==> src/rtl/mips_pkg.sv <==
// Shared definitions for the MIPS pipeline: fetch FSM states, instruction
// width, the NOP encoding, opcodes shared with the decoder, and a saturating
// counter helper.
package mips_pkg;

    localparam int          INSTR_W    = 32;
    localparam logic [31:0] NOP_INSTR  = 32'h0000_0000;   // sll $0,$0,0

    localparam logic [5:0]  OP_J       = 6'b000010;
    localparam logic [5:0]  OP_BEQ     = 6'b000100;
    localparam logic [5:0]  OP_BNE     = 6'b000101;

    typedef enum logic {
        FETCH = 1'b0,
        WAIT  = 1'b1
    } fetch_state_e;

    // Increment that sticks at all-ones instead of wrapping
    function automatic logic [31:0] sat_inc32(input logic [31:0] v);
        return (v == 32'hFFFF_FFFF) ? v : v + 32'd1;
    endfunction

endpackage

==> src/rtl/ifid_pipeline_reg.sv <==
// Generic stage register holding an instruction, its PC+4 and a valid bit.
// flush loads a bubble (NOP, valid=0, PC+4 kept); load captures the inputs;
// otherwise the contents hold. flush wins over load.
module ifid_pipeline_reg
    import mips_pkg::*;
#(
    parameter int                 PC_WIDTH = 32,
    parameter logic [INSTR_W-1:0] NOP_WORD = NOP_INSTR
) (
    input  logic                clk,
    input  logic                rst_n,
    input  logic                load,
    input  logic                flush,
    input  logic [INSTR_W-1:0]  in_instruction,
    input  logic [PC_WIDTH-1:0] in_pc_plus_4,
    output logic [INSTR_W-1:0]  instruction,
    output logic [PC_WIDTH-1:0] pc_plus_4,
    output logic                valid
);

    logic [INSTR_W-1:0]  instr_d, instr_q;
    logic [PC_WIDTH-1:0] pc4_d,   pc4_q;
    logic                valid_d, valid_q;

    // Next contents: bubble on flush, capture on load, otherwise hold
    always_comb begin
        instr_d = instr_q;
        pc4_d   = pc4_q;
        valid_d = valid_q;
        if (flush) begin
            instr_d = NOP_WORD;
            valid_d = 1'b0;
        end else if (load) begin
            instr_d = in_instruction;
            pc4_d   = in_pc_plus_4;
            valid_d = 1'b1;
        end
    end

    // Register update with synchronous active-low reset to an empty slot
    always_ff @(posedge clk) begin
        if (!rst_n) begin
            instr_q <= NOP_WORD;
            pc4_q   <= '0;
            valid_q <= 1'b0;
        end else begin
            instr_q <= instr_d;
            pc4_q   <= pc4_d;
            valid_q <= valid_d;
        end
    end

    assign instruction = instr_q;
    assign pc_plus_4   = pc4_q;
    assign valid       = valid_q;

endmodule

==> src/rtl/instruction_fetch_stage.sv <==
// IF stage: owns the PC, fetches over a ready/valid instruction-memory port
// and fills the IF/ID register. Priority: reset > redirect > stall > fetch.
// Optional macro IF_PERF_COUNTERS_EN adds perf_fetched / perf_bubbles.
module instruction_fetch_stage
    import mips_pkg::*;
#(
    parameter int                  PC_WIDTH = 32,
    parameter logic [PC_WIDTH-1:0] RESET_PC = '0,
    parameter logic [INSTR_W-1:0]  NOP_WORD = NOP_INSTR
) (
    input  logic                clk,
    input  logic                rst_n,
    input  logic                stall,
    input  logic                branch_taken,
    input  logic [PC_WIDTH-1:0] branch_addr,
    input  logic                jump,
    input  logic [PC_WIDTH-1:0] jump_addr,
    output logic [PC_WIDTH-1:0] imem_addr,
    output logic                imem_req,
    input  logic                imem_ready,
    input  logic [INSTR_W-1:0]  imem_rdata,
    output logic [INSTR_W-1:0]  ifid_instruction,
    output logic [PC_WIDTH-1:0] ifid_pc_plus_4,
    output logic                ifid_valid
`ifdef IF_PERF_COUNTERS_EN
    ,
    output logic [31:0]         perf_fetched,
    output logic [31:0]         perf_bubbles
`endif
);

    localparam logic [PC_WIDTH-1:0] ALIGN_MASK = ~PC_WIDTH'(3);

    fetch_state_e        state_d, state_q;
    logic [PC_WIDTH-1:0] pc_d, pc_q;
    logic [PC_WIDTH-1:0] pc_plus_4;
    logic [PC_WIDTH-1:0] redirect_target;
    logic                redirect;
    logic                accept;
    logic                ifid_load;
    logic                ifid_flush;

    assign pc_plus_4       = pc_q + PC_WIDTH'(4);
    assign redirect        = jump | branch_taken;
    // Jump wins over a simultaneous taken branch; targets are word-aligned
    assign redirect_target = (jump ? jump_addr : branch_addr) & ALIGN_MASK;
    assign imem_addr       = pc_q;

    // Next PC, fetch FSM transition and IF/ID control
    always_comb begin
        pc_d       = pc_q;
        state_d    = state_q;
        accept     = 1'b0;
        ifid_load  = 1'b0;
        ifid_flush = 1'b0;
        if (redirect) begin
            // Squashes whatever is pending, even under stall
            pc_d       = redirect_target;
            state_d    = FETCH;
            ifid_flush = 1'b1;
        end else if (!stall) begin
            case (state_q)
                FETCH, WAIT: begin
                    if (imem_ready) begin
                        accept    = 1'b1;
                        ifid_load = 1'b1;
                        pc_d      = pc_plus_4;
                        state_d   = FETCH;
                    end else begin
                        ifid_flush = 1'b1;
                        state_d    = WAIT;
                    end
                end
                default: state_d = FETCH;
            endcase
        end
    end

    // Request is asserted in both fetch states, and dropped while in reset
    always_comb begin
        imem_req = 1'b0;
        case (state_q)
            FETCH:   imem_req = rst_n;
            WAIT:    imem_req = rst_n;
            default: imem_req = 1'b0;
        endcase
    end

    // PC and FSM state registers
    always_ff @(posedge clk) begin
        if (!rst_n) begin
            pc_q    <= RESET_PC & ALIGN_MASK;
            state_q <= FETCH;
        end else begin
            pc_q    <= pc_d;
            state_q <= state_d;
        end
    end

    ifid_pipeline_reg #(
        .PC_WIDTH (PC_WIDTH),
        .NOP_WORD (NOP_WORD)
    ) u_ifid (
        .clk            (clk),
        .rst_n          (rst_n),
        .load           (ifid_load),
        .flush          (ifid_flush),
        .in_instruction (imem_rdata),
        .in_pc_plus_4   (pc_plus_4),
        .instruction    (ifid_instruction),
        .pc_plus_4      (ifid_pc_plus_4),
        .valid          (ifid_valid)
    );

`ifdef IF_PERF_COUNTERS_EN
    logic [31:0] fetched_d, fetched_q;
    logic [31:0] bubbles_d, bubbles_q;

    // Saturating counts of accepted words and of bubbles loaded into IF/ID
    always_comb begin
        fetched_d = accept     ? sat_inc32(fetched_q) : fetched_q;
        bubbles_d = ifid_flush ? sat_inc32(bubbles_q) : bubbles_q;
    end

    // Counter registers
    always_ff @(posedge clk) begin
        if (!rst_n) begin
            fetched_q <= '0;
            bubbles_q <= '0;
        end else begin
            fetched_q <= fetched_d;
            bubbles_q <= bubbles_d;
        end
    end

    assign perf_fetched = fetched_q;
    assign perf_bubbles = bubbles_q;
`else
    // accept only feeds the optional counters
    logic unused_accept;
    assign unused_accept = accept;
`endif

endmodule

==> config.mk <==
export PLATFORM = sky130hd
export DESIGN_NAME = instruction_fetch_stage
export DESIGN_NICKNAME = d
export VERILOG_FILES = /design/src/rtl/mips_pkg.sv /design/src/rtl/ifid_pipeline_reg.sv /design/src/rtl/instruction_fetch_stage.sv
export SDC_FILE = /design/constraint.sdc
export NUM_CORES = 1
export LEC_CHECK = 0
export BUFFER_PORTS_ARGS = -buffer_cell sky130_fd_sc_hd__buf_2
export CAP_MARGIN = 20
export CORE_MARGIN = 4
export CORE_UTILIZATION = 49
export DETAILED_ROUTE_END_ITERATION = 10
export GPL_ROUTABILITY_DRIVEN = 0
export PLACE_DENSITY = 0.82
export SYNTH_ARGS = -nofsm -noshare
export SYNTH_HDL_FRONTEND = slang
export SYNTH_SLANG_ARGS = --single-unit
==> constraint.sdc <==
create_clock -name clk -period 3.9 [get_ports clk]
set_input_delay 0.39 -clock clk [delete_from_list [all_inputs] [get_ports clk]]
set_output_delay 0.39 -clock clk [all_outputs]
set_load 0.02 [all_outputs]
==> out/metrics.csv, run 1 <==
metric;value;unit
number of buffers created by CTS;9;
Total Routing Usage GR;26.66;%
Vias/cell;5.982;
fraction of the mapped netlist area in adder cells;0.2632;%
HP Class;input port to flip-flop;
synthesized cell area;4755;um2
Post-CTS Setup Bufs;0;
Sw Pwr;603.4;uW
CORE AREA;9328;um2
Power per Cell Area;356.0;nW/um2
Pleak;0.002404;uW
met2 Resource Use GR;44.57;%
IO Count;200;
fmax;384.9;MHz
die area;11340;um2
number of flops mapped to enable cells by yosys;0;
GRT met1 Usage;33.32;%
CP Data Required Time;4.18;ns
critical path arrival;2.88;ns
Yosys warnings;0;
post-route clock skew;0.01234;ns
root buffer cell;clkbuf_8;
GR peak layer;met2;
Rows;35;
fraction of registers with async set/reset;0;%
Port Buf Inserts;191;
final wirelength;15.53;mm
count of cell types in the netlist;57;
# diodes;0;
Synth Instances;602;
Mean Syn Cell Area;7.898;um2
number of fill cells;839;
Comb pwr share;15.2;%
Wirelength per Cell;17.57;um
sw frac;28.74;%
area grow syn2layout;24.05;%
nets;853;
unrepaired setup endpoints after global routing;false;
deepest clock path buffer count;2;
XOR/XNOR Fraction of Synth Area;2.211;%
first-pass GRT wire length;24.83;mm
maxcap violations;0;
Overflow after GRT;0;
clock sink count;93;
Startpoint Class;flip-flop;
die width;106.5;um
GR Util met3;7.225;%
largest net degree at the start of global routing;90;
Clock Latency Late Sink;0.35;ns
final-report max-slew violation count;0;
DP HPWL;10.95;mm
final setup fails;0;
CP Max Fanout;15;
Int Pwr;1496;uW
fin crit share;66.61;%
most frequent cells in the layout;buf_2, dfxtp_1, nand2_1;
Compound-Gate Fraction of Synth Area;26.79;%
Register Area;1862;um2
setup_tns;0;ns
Worst-path clk slew;0.10;ns
Top FF cell, synth;dfxtp_1;
CTS tree;yes;
Placement Cell Area;5667;um2
Starting Density;50.97;%
clock network power share;35.2;%
Sequential Power Share;49.6;%
commonest non-fill, non-tap cell in the layout;buf_2;
area of the multi-input gates;2579;um2
post-synthesis mux area share;0;%
DRC;0;
Seq cells post-synth;93;
post-route ant nets;0;
initial drt markers;400;
status;finished clean;
post-synthesis sequential area ratio;39.16;%
Pre-Repair DR Iteration Count;7;
post-CTS sizing;0;
CP endpoint kind;flip-flop;
critical path type;flip-flop to flip-flop;
largest family of logic cells by synthesized area;compound AO/OA/AOI/OAI gates;
Final min period;2.598;ns
Worst-Margin Slew;1.002;ns
Design Area, Final;5898;um2
hold_buf cts;0;
area share of and/or/nand/nor cells after synthesis;24.29;%
ratio of cells with drive above 1 in the final layout;29.93;%
antenna violations before repair;0;
die height;106.5;um
vias in the first global route;4972;
Vias;5288;
Max H-tree Level;3;
final hold viol count;0;
slew margin rel.;33.17;%
Max VDD drop;0.2209;mV
-- synthesized netlist by cell type, types with 4 or more instances --
master	number	area [um2]
nand4_1	12	75.07
a311oi_1	4	35.03
or4_1	15	112.6
nor3_1	12	60.06
or3_1	10	62.56
and2_1	12	75.07
o31ai_1	8	60.06
o211ai_1	7	52.55
o21a_1	7	52.55
a31oi_1	19	118.9
nor4_1	8	50.05
and4_1	4	35.03
nand3_1	25	125.1
nand2_1	60	225.2
o2111ai_1	7	61.31
o22ai_1	32	200.2
a211oi_1	7	52.55
nor2_1	43	161.4
buf_4	6	45.04
dfxtp_1	93	1862
o21ai_0	47	235.2
a21oi_1	24	120.1
o311ai_0	14	122.6
xnor2_1	11	96.34
clkbuf_1	48	180.2
inv_1	17	63.81
-- layer usage --
| metal | vias to the layer above | share of wire [%] |
|---|---|---|
| met1 | 2429 | 40 |
| li1 | 2550 | - |
| met3 | 24 | 11 |
| met2 | 285 | 47 |
| met5 | - | 0 |
| met4 | 0 | 2.1 |
-- final cells by class --
cell class,instances,area share (%)
flip-flops and latches,93,31.57
well taps,129,2.737
inverters,17,1.082
multi-input cells,432,43.72
repair buffers,197,16.97
clock inverters,6,1.591
clock buffers,10,2.333
-- power groups by stage --
stage	registers, uW	logic, uW	clock network [uW]
after floorplan	1080	165	0
after global placement	1060	310	0
after detailed placement	1060	318	0
after CTS	1040	319	748
after global routing	1050	351	787
final	1040	319	739
-- path summary, 6_finish.rpt --
check	start	endpoint	slack [ns]	cells past startpoint
worst max-delay path	imem_addr[5]	u_ifid.pc_plus_4[31]	1.30	4
worst max register to register	imem_addr[5]	u_ifid.pc_plus_4[31]	1.30	4
worst min-delay path	imem_rdata[29]	u_ifid.instruction[29]	0.26	3
worst min register to register	u_ifid.instruction[0]	u_ifid.instruction[0]	0.46	2
-- stage by stage --
| step | utilization, % | worst slack, ns | power [uW] | cells | hold slack (ns) |
|---|---|---|---|---|---|
| 2_1_floorplan | - | 1.663 | 1250 | 605 | 0.5260 |
| 3_3_place_gp | 60.75 | 1.294 | 1369 | 868 | 0.4402 |
| 3_5_place_dp | 60.75 | 1.203 | 1379 | 868 | 0.4527 |
| 4_1_cts | 63.23 | 1.320 | 2106 | 884 | 0.2540 |
| 5_1_grt | 63.23 | 1.127 | 2186 | 884 | 0.2607 |
| 6_report | 63.23 | 1.302 | 2100 | 884 | 0.2608 |
-- sequential cells by signal (all words and copies together) (netlist names) --
register,count
u_ifid.valid,1
u_ifid.pc_plus_4,30
u_ifid.instruction,32
imem_addr,30
-- cells by family (layout without fill, tap and decap cells) --
logic type	Yosys count	count (layout)
and+or+nand+nor	222	222
buffers and inverters	80	230
DFF	93	93
adders and majority gates	1	1
xor gates and xnor gates	12	12
AOI/OAI and AO/OA	193	193
other	1	4
-- worst max-delay path, cell delays in order (launching register included) --
cell	delay [ns]
dfxtp_1	0.49
nand4_1	0.53
or4_4	0.78
or4_1	0.52
a31oi_1	0.19
Note: power is estimated with default switching activity, not from simulation.
==> run 2, diff against run 1 <==
--- a/config.mk
+++ b/config.mk
@@ -8,10 +8,10 @@
 export BUFFER_PORTS_ARGS = -buffer_cell sky130_fd_sc_hd__buf_2
 export CAP_MARGIN = 20
 export CORE_MARGIN = 4
-export CORE_UTILIZATION = 49
+export CORE_UTILIZATION = 44
 export DETAILED_ROUTE_END_ITERATION = 10
 export GPL_ROUTABILITY_DRIVEN = 0
-export PLACE_DENSITY = 0.82
+export PLACE_DENSITY = 0.77
 export SYNTH_ARGS = -nofsm -noshare
 export SYNTH_HDL_FRONTEND = slang
 export SYNTH_SLANG_ARGS = --single-unit
==> constraint.sdc (replaced) <==
create_clock -name clk -period 2.3 [get_ports clk]
set_input_delay 0.23 -clock clk [delete_from_list [all_inputs] [get_ports clk]]
set_output_delay 0.23 -clock clk [all_outputs]
set_load 0.02 [all_outputs]
==> out/metrics.csv, run 2 (synthesis results as in run 1) <==
metric;value;unit;change
Max VDD drop;0.2689;mV;+22%
maxcap violations;0;;unchanged
die area;12530;um2;+10%
unrepaired setup endpoints after global routing;false;;
antenna violations before repair;2;;+2
Clock Latency Late Sink;0.37;ns;+0.02 ns
Post-CTS Setup Bufs;0;;unchanged
R2R Setup Slk;0.13;ns;-1.18 ns
Worst-path clk slew;0.09;ns;about the same
Wirelength per Cell;17.87;um;+1.7%
Post-Place Worst Slack;0.1582;ns;-1.044 ns
most frequent cells in the layout;buf_2, dfxtp_1, nand2_1;;
DP HPWL;12.34;mm;+13%
final wirelength;16.48;mm;+6.1%
Final min period;2.174;ns;-0.4235 ns
Rows;37;;+5.7%
DRC;0;;unchanged
root buffer cell;clkbuf_8;;
number of buffers created by CTS;9;;unchanged
deepest clock path buffer count;2;;unchanged
final hold viol count;0;;unchanged
Cells on Worst Hold Path;3;;unchanged
Largest register FFs;32;;unchanged
Vias;5405;;+2.2%
Top Family by Delay on Critical Path;simple AND/OR/NAND/NOR gates;;
Max stage delay on crit path;0.68;ns;-0.10 ns
area grow syn2layout;27.82;%;
Total Routing Usage GR;25.69;%;-0.97 points
clock sink count;93;;unchanged
critical path type;flip-flop to flip-flop;;
slew margin rel.;56.52;%;+23 points
fmax;459.9;MHz;+19%
post-route clock skew;0.008204;ns;-0.004136 ns
Worst-Margin Slew;0.6463;ns;-0.3562 ns
commonest non-fill, non-tap cell in the layout;buf_2;;
Buf+Inv Stages, Crit Path;0;;unchanged
final setup fails;0;;unchanged
sw frac;30.23;%;+1.5 points
Pleak;0.002531;uW;+5.3%
hold worst-path end;u_ifid.instruction[9];;
Reg-to-Reg Start;imem_addr[8];;
fin crit share;94.54;%;+28 points
Vias/cell;5.862;;-2.0%
Overflow after GRT;0;;unchanged
Sw Pwr;994.8;uW;+65%
largest net degree at the start of global routing;53;;-41%
ratio of cells with drive above 1 in the final layout;32.36;%;+2.4 points
Startpoint Class;flip-flop;;
CP endpoint kind;flip-flop;;
crit-path cells;nand4_1 > or4_4 > or4_1 > a31oi_1;;
clock network power share;28.4;%;-6.8 points
CP max-delay cell;or4_4;;
Starting Density;45.65;%;-5.3 points
initial drt markers;394;;-1.5%
hold_sp;imem_rdata[9];;
die height;112.0;um;+5.1%
CP Data Required Time;2.60;ns;-1.58 ns
Power per Cell Area;541.5;nW/um2;+52%
critical path arrival;2.48;ns;-0.40 ns
IO Count;200;;unchanged
setup_tns;0;ns;unchanged
Sequential Power Share;52.9;%;+3.3 points
Port Buf Inserts;191;;unchanged
die width;112.0;um;+5.1%
nets;885;;+3.8%
Comb pwr share;18.6;%;+3.4 points
post-route ant nets;0;;unchanged
hold slack;0.09370;ns;-0.1671 ns
first-pass GRT wire length;26.52;mm;+6.8%
status;finished clean;;
CP Max Fanout;12;;-3
HP Class;input port to flip-flop;;
final-report max-slew violation count;0;;unchanged
FF-to-FF path depth;4;;unchanged
Max H-tree Level;3;;unchanged
post-CTS sizing;0;;unchanged
hold_buf cts;0;;unchanged
R2R Path End;u_ifid.pc_plus_4[31];;
CORE AREA;10420;um2;+12%
CTS tree;yes;;
Pre-Repair DR Iteration Count;6;;-1
vias in the first global route;5310;;+6.8%
Int Pwr;2296;uW;+53%
setup ws final;0.1257;ns;-1.176 ns
-- run 2: cell count changes in the layout (fill, tap and decap cells not counted) --
| cell | delta |
|---|---|
| buf_12 | +1 |
| buf_4 | +31 |
| bufinv_16 | -2 |
| clkbuf_1 | +2 |
| clkbuf_8 | -1 |
| clkinv_2 | +3 |
| clkinv_4 | -2 |
| clkinvlp_4 | -1 |
| diode_2 | +1 |
| inv_6 | -1 |
-- run 2: through the flow --
| step | instance area [um2] | utilization, % | power (uW) | std cells |
|---|---|---|---|---|
| 2_1_floorplan | 4766 | - | 2120 | 605 |
| 3_3_place_gp | 5928 | 56.91 | 2372 | 907 |
| 3_5_place_dp | 5928 | 56.91 | 2387 | 907 |
| 4_1_cts | 6075 | 58.32 | 3305 | 921 |
| 5_1_grt | 6077 | 58.34 | 3443 | 922 |
| 6_report | 6077 | 58.34 | 3291 | 922 |
-- run 2: power groups by stage --
stage / clock network [uW] / registers (uW) / logic, uW
floorplan: 0 / 1840 / 280
global placement: 0 / 1770 / 599
detailed placement: 0 / 1780 / 611
CTS: 954 / 1740 / 613
global route: 1020 / 1750 / 672
finish: 936 / 1740 / 614
-- run 2: worst max-delay path by stage --
stage | endpoint | cells past startpoint | slack [ns] | from
after floorplan | imem_addr[30] | 6 | 0.06 | imem_addr[2]
after global placement | u_ifid.pc_plus_4[31] | 4 | 0.21 | imem_addr[8]
after detailed placement | u_ifid.pc_plus_4[31] | 4 | 0.16 | imem_addr[8]
after CTS | u_ifid.pc_plus_4[31] | 4 | 0.13 | imem_addr[8]
after global routing | u_ifid.pc_plus_4[30] | 4 | 0.02 | imem_addr[8]
final | u_ifid.pc_plus_4[31] | 4 | 0.13 | imem_addr[8]
-- run 2: metal layers --
metal	wire [um]	up-vias	GRT usage [%]	part of all wire (%)
met4	452	2	10.10	2.7
met5	20	-	0	0.12
met1	6696	2511	31.35	41
met2	7739	247	42.17	47
met3	1569	38	8.261	9.5
li1	-	2607	-	-
-- run 2: final cells by class --
type                            instances  area [um2]
Clock buffer                           11       131.4
Multi-Input combinational cell        432        2579
Inverter                               17       63.81
Antenna cell                            1       2.502
Timing Repair Buffer                  229        1254
Clock inverter                          3       15.01
Tap cell                              136       170.2
Fill cell                             968        4339
Sequential cell                        93        1862
-- run 2: worst reg2reg max path, cell delays in order (launching register included) --
cell and delay (ns):
dfxtp_1 0.42, nand4_1 0.31, or4_4 0.68, or4_1 0.52
a31oi_1 0.18
==> run 3, diff against run 2 <==
==> constraint.sdc (replaced) <==
create_clock -name clk -period 2.3 [get_ports clk]
set_input_delay 0.115 -clock clk [delete_from_list [all_inputs] [get_ports clk]]
set_output_delay 0.115 -clock clk [all_outputs]
set_load 0.02 [all_outputs]
==> out/metrics.csv, run 3 (synthesis results as in run 1) <==
metric;value;unit;change
CTS tree;yes;;
final hold viol count;0;;unchanged
critical path type;flip-flop to flip-flop;;
Pre-Repair DR Iteration Count;6;;unchanged
Total Routing Usage GR;27.34;%;+1.7 points
Worst-path clk slew;0.09;ns;about the same
post-route ant nets;0;;unchanged
Post-CTS Setup Bufs;0;;unchanged
Max VDD drop;0.3296;mV;+23%
setup ws final;0.1802;ns;+0.05452 ns
Port Buf Inserts;191;;unchanged
CP Data Required Time;2.59;ns;about the same
Pleak;0.002673;uW;+5.6%
die width;112.0;um;unchanged
Largest register FFs;32;;unchanged
nets;915;;+3.4%
maxcap violations;0;;unchanged
Wirelength per Cell;18.15;um;+1.5%
initial drt markers;352;;-11%
Vias;5625;;+4.1%
slew margin rel.;49.51;%;-7.0 points
post-CTS sizing;0;;unchanged
non-filler cells, final;954;;+3.5%
final setup fails;0;;unchanged
Cells on Worst Hold Path;3;;unchanged
number of buffers created by CTS;9;;unchanged
vias in the first global route;5533;;+4.2%
CORE AREA;10420;um2;unchanged
Starting Density;45.65;%;unchanged
fmax;471.7;MHz;+2.6%
post-route clock skew;0.01096;ns;+0.002756 ns
Post-Place Worst Slack;0.2255;ns;+0.06727 ns
largest net degree at the start of global routing;81;;+53%
CP Max Fanout;13;;+1
Rows;37;;unchanged
setup_tns;0;ns;unchanged
antenna violations before repair;2;;unchanged
total power;3420;uW;+3.9%
final-report max-slew violation count;0;;unchanged
unrepaired setup endpoints after global routing;false;;
area grow syn2layout;35.00;%;
fin crit share;92.17;%;-2.4 points
critical path arrival;2.41;ns;-0.07 ns
first-pass GRT wire length;28.09;mm;+5.9%
clock sink count;93;;unchanged
Vias/cell;5.896;;+0.58%
Overflow after GRT;0;;unchanged
Power per Cell Area;532.8;nW/um2;-1.6%
status;finished clean;;
ratio of cells with drive above 1 in the final layout;31.33;%;-1.0 points
most frequent cells in the layout;buf_2, dfxtp_1, nand2_1;;
die area;12530;um2;unchanged
deepest clock path buffer count;2;;unchanged
CP endpoint kind;flip-flop;;
Max H-tree Level;3;;unchanged
IO Count;200;;unchanged
FF-to-FF path depth;5;;+1
Startpoint Class;flip-flop;;
DP HPWL;12.11;mm;-1.9%
hold slack;0.01800;ns;-0.07569 ns
DRC;0;;unchanged
R2R Setup Slk;0.18;ns;+0.05 ns
hold_buf cts;30;;+30
commonest non-fill, non-tap cell in the layout;buf_2;;
Final min period;2.120;ns;-0.05452 ns
die height;112.0;um;unchanged
HP Class;input port to flip-flop;;
DP Cell Count;906;;-0.11%
Clock Latency Late Sink;0.36;ns;about the same
final wirelength;17.31;mm;+5.1%
root buffer cell;clkbuf_8;;
Worst-Margin Slew;0.7539;ns;+0.1076 ns
-- run 3: changes by cell type in the layout (fill, tap and decap cells not counted) --
cell / before / now
clkinvlp_4: 0 / 1
clkbuf_1: 2 / 1
clkbuf_8: 9 / 11
buf_8: 0 / 1
buf_4: 37 / 35
dlygate4sd3_1: 0 / 31
-- run 3: path summary, 6_finish.rpt --
kind / from / to
worst min-delay path: imem_rdata[11] / u_ifid.instruction[11]
worst min register to register: u_ifid.instruction[26] / u_ifid.instruction[26]
worst max register to register: imem_addr[2] / u_ifid.pc_plus_4[30]
worst max-delay path: imem_addr[2] / u_ifid.pc_plus_4[30]
-- run 3: routing by layer --
layer	up-vias	wire (um)	track usage (%)
li1	2669	-	-
met1	2607	6771	33.27
met2	299	8146	44.72
met3	48	1786	7.935
met4	2	602	12.50
met5	-	7	0
-- run 3: stage by stage --
stage | instance area [um2] | util, %
3_5_place_dp | 5928 | 56.91
6_report | 6419 | 61.62
3_3_place_gp | 5913 | 56.77
4_1_cts | 6406 | 61.50
2_1_floorplan | 4766 | -
5_1_grt | 6419 | 61.62
-- run 3: power breakdown --
group          switching [uW]  total [uW]  leakage [uW]  internal (uW)
registers                71.4        1740      0.000759           1670
logic                     379         661       0.00182            282
clock network             569        1020     0.0000922            448
-- run 3: cell type report --
class	instances	area [um2]
Antenna cell	1	2.502
Clock buffer	12	155.1
Clock inverter	4	22.52
Fill cell	922	3998
Inverter	17	63.81
Multi-Input combinational cell	432	2579
Sequential cell	93	1862
Tap cell	136	170.2
Timing Repair Buffer	259	1564
-- run 3: worst max-delay path: stages (launching register included) --
cell     delay, ns
dfxtp_1       0.45
ha_1          0.20
nand3_1       0.11
or3_1         0.56
or4_1         0.56
a31oi_1       0.16
